==> config.mk <==
export PLATFORM = sky130hd
export DESIGN_NAME = segment_scan_driver
export DESIGN_NICKNAME = d
export VERILOG_FILES = /design/src/rtl/seg_pkg.sv /design/src/rtl/seg_glyph_decoder.sv /design/src/rtl/segment_scan_driver.sv
export SDC_FILE = /design/constraint.sdc
export NUM_CORES = 1
export LEC_CHECK = 0
export ABC_AREA = 1
export CAP_MARGIN = 10
export CORE_ASPECT_RATIO = 0.6
export CORE_MARGIN = 1.5
export CORE_UTILIZATION = 46
export CTS_BUF_LIST = sky130_fd_sc_hd__clkbuf_8
export DETAILED_ROUTE_END_ITERATION = 6
export PLACE_DENSITY = 0.7
export SYNTH_ARGS = -nofsm -noshare
export SYNTH_HDL_FRONTEND = slang
export SYNTH_SLANG_ARGS = --single-unit
==> constraint.sdc <==
create_clock -name clk -period 2.2 [get_ports clk]
set_input_delay 0.22 -clock clk [delete_from_list [all_inputs] [get_ports clk]]
set_output_delay 0.22 -clock clk [all_outputs]
set_load 0.005 [all_outputs]
==> src/rtl/seg_pkg.sv <==
// Shared 7-segment glyph constants, active-low {dp,g,f,e,d,c,b,a} with the dp bit off.
package seg_pkg;

  localparam logic [7:0] SEG_BLANK = 8'hFF;
  localparam logic [7:0] SEG_0     = 8'hC0;
  localparam logic [7:0] SEG_1     = 8'hF9;
  localparam logic [7:0] SEG_2     = 8'hA4;
  localparam logic [7:0] SEG_3     = 8'hB0;
  localparam logic [7:0] SEG_4     = 8'h99;
  localparam logic [7:0] SEG_5     = 8'h92;
  localparam logic [7:0] SEG_6     = 8'h82;
  localparam logic [7:0] SEG_7     = 8'hF8;
  localparam logic [7:0] SEG_8     = 8'h80;
  localparam logic [7:0] SEG_9     = 8'h90;
  localparam logic [7:0] SEG_A     = 8'h88;
  localparam logic [7:0] SEG_B     = 8'h83;
  localparam logic [7:0] SEG_C     = 8'hC6;
  localparam logic [7:0] SEG_D     = 8'hA1;
  localparam logic [7:0] SEG_E     = 8'h86;
  localparam logic [7:0] SEG_F     = 8'h8E;

endpackage

==> src/rtl/seg_glyph_decoder.sv <==
// Combinational nibble-to-glyph decode; codes 10-15 blank unless hex_en is set.
module seg_glyph_decoder
  import seg_pkg::*;
(
  input  logic [3:0] code,
  input  logic       hex_en,
  output logic [6:0] seg_c
);

  logic [6:0] hex_glyph;

  always_comb begin
    seg_c     = SEG_BLANK[6:0];
    hex_glyph = SEG_BLANK[6:0];
    case (code)
      4'h0: seg_c = SEG_0[6:0];
      4'h1: seg_c = SEG_1[6:0];
      4'h2: seg_c = SEG_2[6:0];
      4'h3: seg_c = SEG_3[6:0];
      4'h4: seg_c = SEG_4[6:0];
      4'h5: seg_c = SEG_5[6:0];
      4'h6: seg_c = SEG_6[6:0];
      4'h7: seg_c = SEG_7[6:0];
      4'h8: seg_c = SEG_8[6:0];
      4'h9: seg_c = SEG_9[6:0];
      4'hA: hex_glyph = SEG_A[6:0];
      4'hB: hex_glyph = SEG_B[6:0];
      4'hC: hex_glyph = SEG_C[6:0];
      4'hD: hex_glyph = SEG_D[6:0];
      4'hE: hex_glyph = SEG_E[6:0];
      default: hex_glyph = SEG_F[6:0];
    endcase
    if (code > 4'd9) begin
      seg_c = hex_en ? hex_glyph : SEG_BLANK[6:0];
    end
  end

endmodule

==> src/rtl/segment_scan_driver.sv <==
// Time-multiplexed common-anode 7-segment scanner with double-buffered digits,
// leading-zero suppression, per-digit blink and a frame tick.
module segment_scan_driver
  import seg_pkg::*;
#(
  parameter int unsigned NUM_DIGITS   = 4,
  parameter int unsigned SCAN_DIV     = 50000,
  parameter int unsigned BLINK_FRAMES = 64,
  parameter bit          HEX_EN       = 1'b1
) (
  input  logic                    clk,
  input  logic                    reset,
  input  logic                    enable,
  input  logic                    load,
  input  logic [4*NUM_DIGITS-1:0] digits_in,
  input  logic [NUM_DIGITS-1:0]   dp_in,
  input  logic                    lz_en,
  input  logic [NUM_DIGITS-1:0]   blink_mask,
  output logic [7:0]              segment_code,
  output logic [NUM_DIGITS-1:0]   anode,
  output logic                    frame_tick
);

  localparam int unsigned DW    = 4 * NUM_DIGITS;
  localparam int unsigned CNT_W = $clog2(SCAN_DIV);
  localparam int unsigned IDX_W = $clog2(NUM_DIGITS);
  localparam int unsigned BLK_W = (BLINK_FRAMES > 1) ? $clog2(BLINK_FRAMES) : 1;

  localparam logic [CNT_W-1:0] CNT_LAST = CNT_W'(SCAN_DIV - 1);
  localparam logic [IDX_W-1:0] IDX_LAST = IDX_W'(NUM_DIGITS - 1);
  localparam logic [BLK_W-1:0] BLK_LAST = BLK_W'(BLINK_FRAMES - 1);

  logic [CNT_W-1:0]      cnt_q, cnt_d;
  logic [IDX_W-1:0]      idx_q, idx_d;
  logic [BLK_W-1:0]      blk_cnt_q, blk_cnt_d;
  logic                  blink_phase_q, blink_phase_d;
  logic [DW-1:0]         pend_dig_q, pend_dig_d, act_dig_q, act_dig_d;
  logic [NUM_DIGITS-1:0] pend_dp_q, pend_dp_d, act_dp_q, act_dp_d;
  logic [7:0]            seg_q, seg_d;
  logic [NUM_DIGITS-1:0] anode_q, anode_d;
  logic                  frame_tick_q, frame_tick_d;

  logic [3:0] cur_code_c;
  logic [6:0] glyph_c;
  logic       upper_zero_c, blink_off_c, blank_c, frame_end_c;

  seg_glyph_decoder u_glyph (
    .code   (cur_code_c),
    .hex_en (HEX_EN),
    .seg_c  (glyph_c)
  );

  // Digit under scan and whether it and every more significant digit are zero.
  always_comb begin
    cur_code_c   = act_dig_q[{idx_q, 2'b00} +: 4];
    upper_zero_c = 1'b1;
    for (int unsigned k = 0; k < NUM_DIGITS; k++) begin
      if (IDX_W'(k) >= idx_q && act_dig_q[4*k +: 4] != 4'd0) begin
        upper_zero_c = 1'b0;
      end
    end
    blink_off_c = blink_mask[idx_q] & blink_phase_q;
    blank_c     = blink_off_c | (lz_en & (idx_q != '0) & upper_zero_c);
  end

  always_comb begin
    cnt_d         = cnt_q;
    idx_d         = idx_q;
    blk_cnt_d     = blk_cnt_q;
    blink_phase_d = blink_phase_q;
    pend_dig_d    = pend_dig_q;
    pend_dp_d     = pend_dp_q;
    act_dig_d     = act_dig_q;
    act_dp_d      = act_dp_q;
    seg_d         = SEG_BLANK;
    anode_d       = '1;
    frame_tick_d  = 1'b0;
    frame_end_c   = enable && (cnt_q == CNT_LAST) && (idx_q == IDX_LAST);

    if (load) begin
      pend_dig_d = digits_in;
      pend_dp_d  = dp_in;
    end

    if (enable) begin
      if (cnt_q == CNT_LAST) begin
        cnt_d = '0;
        idx_d = (idx_q == IDX_LAST) ? '0 : idx_q + IDX_W'(1);
      end else begin
        cnt_d = cnt_q + CNT_W'(1);
      end
      seg_d   = {~(act_dp_q[idx_q] & ~blink_off_c), blank_c ? SEG_BLANK[6:0] : glyph_c};
      anode_d = ~(NUM_DIGITS'(1) << idx_q);
    end

    // A load coinciding with the frame boundary goes straight to the active buffer.
    if (frame_end_c) begin
      frame_tick_d = 1'b1;
      act_dig_d    = pend_dig_d;
      act_dp_d     = pend_dp_d;
      if (blk_cnt_q == BLK_LAST) begin
        blk_cnt_d     = '0;
        blink_phase_d = ~blink_phase_q;
      end else begin
        blk_cnt_d = blk_cnt_q + BLK_W'(1);
      end
    end
  end

  always_ff @(posedge clk or posedge reset) begin
    if (reset) begin
      cnt_q         <= '0;
      idx_q         <= '0;
      blk_cnt_q     <= '0;
      blink_phase_q <= 1'b0;
      pend_dig_q    <= '0;
      pend_dp_q     <= '0;
      act_dig_q     <= '0;
      act_dp_q      <= '0;
      seg_q         <= SEG_BLANK;
      anode_q       <= '1;
      frame_tick_q  <= 1'b0;
    end else begin
      cnt_q         <= cnt_d;
      idx_q         <= idx_d;
      blk_cnt_q     <= blk_cnt_d;
      blink_phase_q <= blink_phase_d;
      pend_dig_q    <= pend_dig_d;
      pend_dp_q     <= pend_dp_d;
      act_dig_q     <= act_dig_d;
      act_dp_q      <= act_dp_d;
      seg_q         <= seg_d;
      anode_q       <= anode_d;
      frame_tick_q  <= frame_tick_d;
    end
  end

  assign segment_code = seg_q;
  assign anode        = anode_q;
  assign frame_tick   = frame_tick_q;

endmodule

* Word-level counts from Yosys, hierarchy flattened
Cells that the tools add are included.
Storage, ports and cells: bits in read-only memories 0, latch bits 0, input bits 29, memories 0, memory bits (writable) 0, bits in registers 78
Cells by class: $add $sub $neg 3, magnitude comparators 6, bitwise gates (word level) 9, mux-type cells 20, reduce and logical (&&, ||, !) cells 15, multiply operators 0, equal/unequal tests 17, shifts and indexed selects 2, divide/modulo/power cells 0
Operators with widths (count):
- $pmux 7 s10 | 1
- $pmux 7 s6 | 1
- $mux 16 | 2
- $eq 4x4->1 const B | 7
- $add 16x1->16 const B | 1
- $eq 16x16->1 const B | 1
- $eq 4x3->1 const B | 4
- $reduce_bool 4->1 | 4
- $shiftx 16x5->4 | 1
- $mux 7 | 2
- $reduce_or 10->1 | 1
- $eq 4x2->1 const B | 2
- $mux 4 | 2
- $mux 8 | 1
- $mux 1 | 7
- $add 6x1->6 const B | 1
- $eq 6x6->1 const B | 1
- $logic_and 1x1->1 | 6
- $mux 6 | 1
- $and 1x1->1 | 4
- $bmux 1 s2 | 2
- $eq 4x1->1 const B | 1
- $ge 1x2->1 const A | 2
- $ge 2x2->1 const A | 2
- 12 further kinds | 15

* Logic depth before layout (Yosys ltp)
word-level depth 10, mapped depth 12

* Cells and area by module
A second synthesis with hierarchy kept.
Second synthesis, totals: cells, all modules 512, area total of the unflattened synthesis 3991.3 um^2
Modules (own cells, without submodules):
- segment_scan_driver | instances 1, area an instance 3779.9 um^2, sequential area each 1966.9 um^2, cells each 465
- seg_glyph_decoder | instances 1, area an instance 211.5 um^2, sequential area each 0.0 um^2, cells each 47

* Least setup slack after synthesis
OpenSTA, ideal clock, no wires.
kind flip-flop to flip-flop, start point register idx_q[0], end point register seg_q[4], in the netlist segment_code[4], stages on the path, launching flop included 12, setup slack 722 ps, buffers on the path 2, arrival time 1406 ps, cell sequence dfrtp_1 buf_6 inv_2 buf_4 ha_1 inv_1 nand2_1 nor2_1 nand3_1 nand2_1 inv_1 o21ai_1
On the way: longest elaborated chain between the ends 10
RTL lines:
- from (decl) | RTL line segment_scan_driver.sv:34 | logic [IDX_W-1:0] idx_q, idx_d;
- from (signal assigned) | RTL line segment_scan_driver.sv:125 | idx_q <= idx_d;
- parallel branches: the longest is 8 deep, another holds $shiftx 16x5->4
- $mux 7 (*) | RTL line segment_scan_driver.sv:92 | seg_d = {~(act_dp_q[idx_q] & ~blink_off_c), blank_c ? SEG_BLANK[6:0] : glyph_c};
- $mux 8 (*) | RTL line segment_scan_driver.sv:85 | if (enable) begin
- via seg_d[4] | RTL line segment_scan_driver.sv:39 | logic [7:0] seg_q, seg_d;
- to (signal assigned) | RTL line segment_scan_driver.sv:132 | seg_q <= seg_d;
- to (decl) | RTL line segment_scan_driver.sv:39
Mark *: on every way through the listed nets, which the timed path passes. The select of a mux whose other input is x is not followed. A chain may end at the register's enable or synchronous reset.

* Final worst setup path
start point register idx_q[1], end point register seg_q[4], in the netlist segment_code[4]
Same word-level chain as after synthesis.

==> results.rst <==
.. list-table::
   :header-rows: 1

   * - Metric
     - Value
   * - Run status
     - finished clean
   * - Number of endpoints failing setup at the final stage
     - 0
   * - TritonCTS clock tree
     - done
   * - Slew of the pin with the lowest slew margin
     - 0.598 ns
   * - Sequential-to-total area share from yosys stat
     - 0.509
   * - Routability congestion estimate
     - 0.937
   * - Router iterations before antenna repair
     - 5
   * - Static Leak
     - 2.37 nW
   * - Count of non-filler cells in the finished layout
     - 666
   * - Total wire length after detailed routing
     - 8.29 mm
   * - CTS HTree Levels
     - 3
   * - Number of buffers inserted during clock tree synthesis
     - 9
   * - Type of element capturing the critical path
     - flip-flop
   * - Via-to-Cell Ratio
     - 4.96
   * - Reg power frac
     - 0.517
   * - Worst Reg2Reg Path Length in Cells
     - 9
   * - Fraction of power consumed by combinational cells
     - 0.150
   * - HPWL after detailed placement
     - 6.11 mm
   * - Hold Crit Class
     - in -> async
   * - Kind of start point of the critical path
     - flip-flop
   * - Drt drc
     - 0
   * - Final core occ
     - 0.572
   * - Length of routed wiring on met1
     - 4.36 mm
   * - Met3 WL post-DR
     - 527 um
   * - Total global-route track usage
     - 0.205
   * - Count of max-cap constraint violations
     - 0
   * - CTS-repair resized insts
     - 0
   * - Final antenna-violating net count
     - 0
   * - Boundary pin count
     - 42
   * - Quantity of hold-fixing buffers added after cts
     - 0
   * - Required arrival time at the worst endpoint
     - 2.48 ns
   * - Design internal power
     - 2.30 mW
   * - Routed length on met2
     - 3.32 mm
   * - Number of warning messages in the yosys log
     - 0
   * - First-pass GRT wire length
     - 14.1 mm
   * - Clock tree buffer depth
     - 2
   * - Number of buffers added for setup after CTS
     - 0
   * - Maximum ir drop on the vdd rail
     - 0.332 mV
   * - Buffer type at the clock tree root
     - clkbuf_8
   * - DIE WIDTH
     - 121 um
   * - Floorplan die area
     - 8970 sq um
   * - Vias in the first global route
     - 2970
   * - Most common cell after layout, fill and taps aside
     - nand2_1
   * - Overall power of the completed layout
     - 3.22 mW
   * - Total standard cell area after synthesis
     - 3860 sq um
   * - Count of buffers inserted at the top-level ports
     - 41
   * - Avg Cell Area, Syn
     - 7.57 sq um
   * - Floorplan Core Area
     - 8010 sq um
   * - Netlist cell types
     - 24
   * - Number of failing hold endpoints at the final stage
     - 0
   * - Min cycle time layout
     - 1.92 ns
   * - Cell area after placement
     - 4380 sq um
   * - Most frequent cells in the layout
     - 242 x nand2_1, 66 x dfrtp_1, 46 x nor2_1, 41 x clkdlybuf4s50_1
   * - Post-synthesis net count
     - 546
   * - Sw Share
     - 0.285
   * - Cell count after synthesis
     - 510
   * - Flop and latch count out of synthesis
     - 78
   * - Clock-pin slew on the worst setup and hold paths
     - 0.08 ns
   * - Iteration-0 DRC count of the detailed router
     - 218
   * - Critical path data arrival time
     - 2.20 ns
   * - Via count
     - 3302
   * - Summed negative setup slack over all endpoints
     - 0 ns
   * - Mean routed wirelength per cell
     - 12.5 um
   * - Final Instance Area
     - 4580 sq um
   * - Site Rows
     - 25
   * - Antenna diode count
     - 0
   * - Top routing layer in use
     - met4
   * - Synth-to-layout area growth
     - 18.6%
   * - Placed Cells incl. Taps
     - 650
   * - Critical path peak fanout
     - 14
   * - Clock latency on the worst-skew pair
     - 0.36 ns
   * - Share of layout cells above drive strength 1
     - 0.0860
   * - Maximum number of pins on one net before global-route repair
     - 79
   * - Path type of the worst setup path
     - reg -> reg
   * - Global-route congestion overflow total
     - 0
   * - Initial core utilization
     - 0.482
   * - Final nets
     - 589
   * - Initial antenna violation count
     - 0
   * - Clock share of power
     - 0.334
   * - Net switching power of the design
     - 0.917 mW
   * - Clock tree skew after final layout
     - 0.00818 ns
   * - Setup repair after global routing missed its margin
     - false
   * - Die height
     - 74.0 um
   * - Number of clock sinks
     - 78
   * - Final max-slew violation count
     - 0
   * - Total power divided by cell area
     - 703 nW/um^2
   * - Worst-case headroom to the max-slew limit
     - 0.601
   * - Final worst path period share
     - 0.872
   * - Maximum achievable frequency
     - 0.521 GHz
[layout make-up]
| class | instances | area (sq um) |
|---|---|---|
| clock buffer | 10 | 138 |
| clock inverter | 6 | 60.1 |
| fill | 756 | 3430 |
| inverter | 36 | 135 |
| multi-input combinational | 379 | 1660 |
| sequential | 78 | 1970 |
| tap | 108 | 135 |
| timing repair buffer | 49 | 483 |
[layer usage]
metal  GRT usage  up-vias
li1            -     1665
met1       0.303     1516
met2       0.297      112
met3      0.0529        9
met4      0.0667        0
met5           0        -
[final timing paths]
kind / slack (ns) / start / to
max reg2reg: 0.28 / idx_q[1] / segment_code[4]
min reg2reg: 0.48 / pend_dig_q[1] / pend_dig_q[1]
max: 0.28 / idx_q[1] / segment_code[4]
min: 0.25 / reset / cnt_q[11]
max in group asynchronous: 1.60 / reset / frame_tick
min in group clk: 0.42 / dp_in[0] / pend_dp_q[0]
[state kept, by name, summed over array words and instances (netlist names)]
register       count
act_dig_q         16
cnt_q             16
pend_dig_q        16
segment_code       8
blk_cnt_q          6
act_dp_q           4
anode              4
pend_dp_q          4
idx_q              2
blink_phase_q      1
frame_tick         1
[power groups by stage]
stage / registers (mW) / logic, mW / clock network (mW)
floorplan: 1.67 / 0.335 / 0
global placement: 1.68 / 0.467 / 0
detailed placement: 1.69 / 0.477 / 0
CTS: 1.66 / 0.482 / 1.11
global route: 1.68 / 0.553 / 1.17
finish: 1.66 / 0.482 / 1.08
[cells by family (layout without fill, tap and decap cells)]
logic type	Yosys count	in the layout	share of synthesized area
AO/OA/AOI/OAI	19	19	0.0246
XOR/XNOR	9	9	0.0204
adder cells (fa/ha/maj)	7	7	0.0227
buffers and inverters	53	101	0.0603
flip-flops	78	78	0.509
AND/OR/NAND/NOR	344	344	0.363
[stage by stage]
step	hold WS [ns]	worst slack (ns)
6_report	0.250	0.282
3_5_place_dp	0.461	0.308
3_3_place_gp	0.455	0.392
2_1_floorplan	0.352	0.00483
4_1_cts	0.280	0.289
5_1_grt	0.310	0.118
[Yosys cell counts]
cell type | instances | area share
a21oi_1 | 5 | 0.0065
buf_2 | 6 | 0.0078
buf_4 | 1 | 0.0019
buf_6 | 3 | 0.0087
clkbuf_1 | 7 | 0.0068
dfrtp_1 | 66 | 0.43
dfstp_2 | 12 | 0.082
ha_1 | 7 | 0.023
inv_1 | 33 | 0.032
inv_2 | 3 | 0.0029
nand2_1 | 242 | 0.24
nand2_2 | 2 | 0.0032
nand3_1 | 32 | 0.041
nand3b_1 | 2 | 0.0039
nand4_1 | 10 | 0.016
nor2_1 | 46 | 0.045
nor2_2 | 2 | 0.0032
nor2_4 | 2 | 0.0058
nor3_1 | 3 | 0.0039
o21ai_0 | 13 | 0.017
o21ai_1 | 1 | 0.0013
or2_2 | 3 | 0.0049
xnor2_1 | 3 | 0.0068
xor2_1 | 6 | 0.014
[worst max-delay path, cell delays in order (launching register included)]
cell and delay [ns]:
dfrtp_1 0.61, inv_1 0.30, ha_1 0.29, inv_1 0.06, nand2_1 0.05, nor2_1 0.09, nand3_1 0.08, nand2_1 0.16
inv_1 0.11, o21ai_1 0.10
Power figures use the tool's default switching activity.
